**config.mk**
```make
export PLATFORM = sky130hd
export DESIGN_NAME = forward_stall_unit
export DESIGN_NICKNAME = d
export VERILOG_FILES = /design/src/rtl/forward_stall_unit.sv
export SDC_FILE = /design/constraint.sdc
export NUM_CORES = 1
export LEC_CHECK = 0
export ABC_CLOCK_PERIOD_IN_PS = 1590
export BUFFER_PORTS_ARGS = -buffer_cell sky130_fd_sc_hd__buf_2
export CAP_MARGIN = 40
export CELL_PAD_IN_SITES_DETAIL_PLACEMENT = 1
export CELL_PAD_IN_SITES_GLOBAL_PLACEMENT = 2
export CORE_ASPECT_RATIO = 0.8
export CORE_MARGIN = 2
export CORE_UTILIZATION = 14
export DETAILED_ROUTE_END_ITERATION = 8
export PLACE_DENSITY_LB_ADDON = 0.05
export SLEW_MARGIN = 10
export SYNTH_ARGS = -nofsm -noshare
export SYNTH_HDL_FRONTEND = slang
export SYNTH_SLANG_ARGS = --single-unit
```
**constraint.sdc**
```tcl
create_clock -name vclk -period 1.59
set_clock_uncertainty 0.2 [all_clocks]
set_input_delay 0.0795 -clock vclk [all_inputs]
set_output_delay 0.0795 -clock vclk [all_outputs]
set_load 0.01 [all_outputs]
```
**src/rtl/forward_stall_unit.sv**
```systemverilog
// Operand-forwarding select, load-use hazard detection and multi-cycle unit tracking.
// Define FWD_MC_EN to build the multi-cycle FSM; otherwise only the load-use stall exists.
module forward_stall_unit #(
   parameter int REG_AW  = 5,
   parameter int NUM_FWD = 2,
   parameter int MC_LAT  = 4,
   localparam int FSEL_W = $clog2(NUM_FWD + 1)
) (
   input  logic                      clk_i,
   input  logic                      rst_i,
   input  logic [NUM_FWD-1:0]        fwd_we_i,
   input  logic [NUM_FWD*REG_AW-1:0] fwd_rd_i,
   input  logic [REG_AW-1:0]         ex_rs1_i,
   input  logic [REG_AW-1:0]         ex_rs2_i,
   input  logic [REG_AW-1:0]         id_rs1_i,
   input  logic [REG_AW-1:0]         id_rs2_i,
   input  logic                      id_mc_i,
   input  logic                      ex_memread_i,
   input  logic [REG_AW-1:0]         ex_rd_i,
   input  logic                      mc_issue_i,
   input  logic [REG_AW-1:0]         mc_rd_i,
   output logic [FSEL_W-1:0]         fwd_a_o,
   output logic [FSEL_W-1:0]         fwd_b_o,
   output logic                      stall_o,
   output logic                      mc_busy_o,
   output logic                      mc_wb_o,
   output logic [REG_AW-1:0]         mc_wb_rd_o
);

   logic load_use_stall;
   logic mc_stall;

   // Walk oldest to youngest so the youngest matching source overwrites the others.
   always_comb begin
      fwd_a_o = '0;
      fwd_b_o = '0;
      for (int k = NUM_FWD - 1; k >= 0; k--) begin
         if (fwd_we_i[k] && (fwd_rd_i[k*REG_AW +: REG_AW] != '0)) begin
            if (fwd_rd_i[k*REG_AW +: REG_AW] == ex_rs1_i) fwd_a_o = FSEL_W'(k + 1);
            if (fwd_rd_i[k*REG_AW +: REG_AW] == ex_rs2_i) fwd_b_o = FSEL_W'(k + 1);
         end
      end
   end

   assign load_use_stall = ex_memread_i && (ex_rd_i != '0) &&
                           ((ex_rd_i == id_rs1_i) || (ex_rd_i == id_rs2_i));

`ifdef FWD_MC_EN
   localparam int CNT_W = (MC_LAT > 2) ? $clog2(MC_LAT - 1) : 1;

   typedef enum logic [1:0] {IDLE, BUSY, DONE} mc_state_e;

   mc_state_e           state_q;
   logic [CNT_W-1:0]    cnt_q;
   logic [REG_AW-1:0]   mc_rd_q;
   logic [REG_AW-1:0]   mc_wb_rd_q;
   logic                mc_wb_q;
   logic                mc_busy_q;
   logic                raw_stall;
   logic                struct_stall;

   // DONE accepts a new issue in the same cycle the old result is written back.
   always_ff @(posedge clk_i or negedge rst_i) begin
      if (!rst_i) begin
         state_q    <= IDLE;
         cnt_q      <= '0;
         mc_rd_q    <= '0;
         mc_wb_rd_q <= '0;
         mc_wb_q    <= 1'b0;
         mc_busy_q  <= 1'b0;
      end else begin
         mc_wb_q <= 1'b0;
         case (state_q)
            IDLE, DONE: begin
               if (mc_issue_i) begin
                  state_q   <= BUSY;
                  cnt_q     <= CNT_W'(MC_LAT - 2);
                  mc_rd_q   <= mc_rd_i;
                  mc_busy_q <= 1'b1;
               end else begin
                  state_q   <= IDLE;
                  mc_busy_q <= 1'b0;
               end
            end
            BUSY: begin
               if (cnt_q == '0) begin
                  state_q    <= DONE;
                  mc_wb_q    <= 1'b1;
                  mc_wb_rd_q <= mc_rd_q;
               end else begin
                  cnt_q <= cnt_q - 1'b1;
               end
            end
            default: begin
               state_q   <= IDLE;
               mc_busy_q <= 1'b0;
            end
         endcase
      end
   end

   assign raw_stall    = (state_q != IDLE) && (mc_rd_q != '0) &&
                         ((mc_rd_q == id_rs1_i) || (mc_rd_q == id_rs2_i));
   assign struct_stall = id_mc_i && (state_q == BUSY);
   assign mc_stall     = raw_stall || struct_stall;

   assign mc_busy_o  = mc_busy_q;
   assign mc_wb_o    = mc_wb_q;
   assign mc_wb_rd_o = mc_wb_rd_q;
`else
   logic unused_mc;
   assign unused_mc  = ^{clk_i, rst_i, id_mc_i, mc_issue_i, mc_rd_i, (MC_LAT > 1)};
   assign mc_stall   = 1'b0;
   assign mc_busy_o  = 1'b0;
   assign mc_wb_o    = 1'b0;
   assign mc_wb_rd_o = '0;
`endif

   assign stall_o = load_use_stall || mc_stall;

endmodule

```
==> results.yml <==
worst_setup_path:
  timing.critical_path.slowest_cell_delay_ns: 0.44
  cp.required_ns: 1.31
  slowest_stage: "or4_4"
  crit_chain: "buf_2, buf_4, xor2_1, or4_4, nor4_2, buf_2"
  cpMostUsedCell: "buf_2"
  cp-startpoint: "fwd_rd_i[6]"
  setup.worst_path.start_class: "primary input"
  cp_top_family: "simple AND/OR/NAND/NOR gates"
  endpoint_kind: "output port"
  cp_max_fo: 2
  critPathBufInv: 3
  cp_data_arrival_time_ns: 1.34
  worstSetupPathDepth: 6
  worstSetupEndpoint: "fwd_a_o[1]"
  criticalPathCategory: "in -> out"
global_route:
  grt_max_degree: 4
  antenna_found_initial: 0
  grt_pass1_vias: 494
  grt_use_total_pct: 8.80
  grt_first_pass_wirelength_mm: 2.38
  overflow: 0
final_layout:
  n_clock_buffer: 0
  nFlopsAndLatches: 0
  syn2layout_area_growth_pct: 87.2
  num-nets-final: 158
  final_util_pct: 27.4
  seq_area_um2: 0
  antenna_cells: 0
  drive_above_1_share_pct: 57.8
timing:
  finalWorstSetupSlack_ns: -0.0310
  post-route-min-period_ns: 1.62
  fmax_mhz: 617
  rsz0062_at_grt: "yes"
  final-setup-viol-count: 1
  finalHoldViolations: 0
  slew_violations: 0
  totalNegativeSetupSlack_ns: -0.0310
  fin_crit_sh_pct: 102
routing:
  wire_per_inst_um: 11.0
  vias: 549
  ant_nets: 0
  viasPerCell: 3.68
  wl_mm: 1.63
  drt-pass1-iter-count: 2
  drcViolationCount: 0
  drt_iter0_markers: 1
logic_synthesis:
  seq_area_frac_synth_pct: 0
  yosys_warnings: 0
  netlist_area_um2: 448
  synth.area.top_cells: "xor2_1, xnor2_1, buf_4, or4_1, nor4_2"
  syn_inst: 57
  yosys.area.top_type: "xor2_1"
  synth_top_area_share_pct: 39.1
  synth.most_common_cell: "xor2_1"
  ys_types: 13
  synthTopCellsByCount: "xor2_1, xnor2_1, buf_4"
  syn_avg_cell_area_um2: 7.86
outcome:
  violations: "setup timing"
  outcome: "complete, but fails checks"
floorplan:
  fp-row-count: 18
  core_um2: 3060
  pin_count: 59
  die_h_um: 54.6
  fp.dieW_um: 67.2
  initial_core_util_pct: 14.6
  dieArea_um2: 3670
pwr:
  p_per_area_nw_per_um2: 247
  peakVddDrop_uv: 78.6
  power.leakage_nw: 0.393
  power_uw: 207
place:
  place_congestion: 0.637
  post-dp-hpwl_mm: 1.49
  port_buffers: 43
flow_run:
  maxCapViolations: 0
clocking:
  holdBufCountCts: 0
hold_path:
  worstHoldPathType: "in -> out"
-- stage by stage --
step           setup slack (ns)  std cells  area [µm²]  hold slack (ns)
2_1_floorplan            0.0872         63         470           0.0725
3_3_place_gp             -0.113        145         728            0.288
3_5_place_dp             -0.114        145         728            0.292
4_1_cts                 -0.0529        148         816            0.291
5_1_grt                 -0.0921        149         838            0.314
6_report                -0.0310        149         838            0.284
-- layer usage --
metal / up-vias / routed length, µm / track usage (%)
met5: - / 0 / 0
met4: 0 / 0 / 0
met1: 235 / 875 / 14.4
met3: 0 / 114 / 0.617
li1: 288 / - / -
met2: 26 / 644 / 12.9
-- worst min-delay path by stage --
stage                      start      end  depth (start not counted)
floorplan           ex_memread_i  stall_o                          2
global placement    ex_memread_i  stall_o                          4
detailed placement  ex_memread_i  stall_o                          4
CTS                 ex_memread_i  stall_o                          4
global route        ex_memread_i  stall_o                          4
finish              ex_memread_i  stall_o                          4
-- cells in the final DEF, fill, tap and decap left out --
cell / count
buf_6: 4
nand3_2: 1
nor4_4: 2
nor4_2: 2
o21ai_0: 1
or4_4: 4
o21ai_4: 1
xnor2_1: 10
buf_4: 9
nand3_1: 3
nor3_1: 2
or4_1: 1
o21ai_1: 1
a21oi_1: 1
conb_1: 7
buf_2: 40
xor2_1: 20
-- cells by family after synthesis --
logic type | count (synthesis) | synth area share [%]
AO/OA/AOI/OAI | 4 | 5.30
XOR/XNOR | 30 | 58.7
buffers and inverters | 7 | 11.7
other | 1 | 0.837
AND/OR/NAND/NOR | 15 | 23.5
-- final cells by class --
type / instances / area, µm²
fillers: 412 / 2220
multi-input cells: 56 / 475
well taps: 40 / 50.0
repair buffers: 53 / 313
-- where the power goes --
part	internal (mW)	switching (mW)
sequential	0	0
clock	0	0
combinational	0.107	0.100
-- worst min-delay path: stages --
cell and delay, ns:
buf_2 0.10, o21ai_0 0.06, a21oi_1 0.04, buf_2 0.13
-- what timing repair did --
action	4_1_cts	5_1_grt
setup buffers	3	1
endpoints found under the setup margin	2	3
resized for setup	11	4
pin swaps	9	2
(Power assumes the default switching activity.)
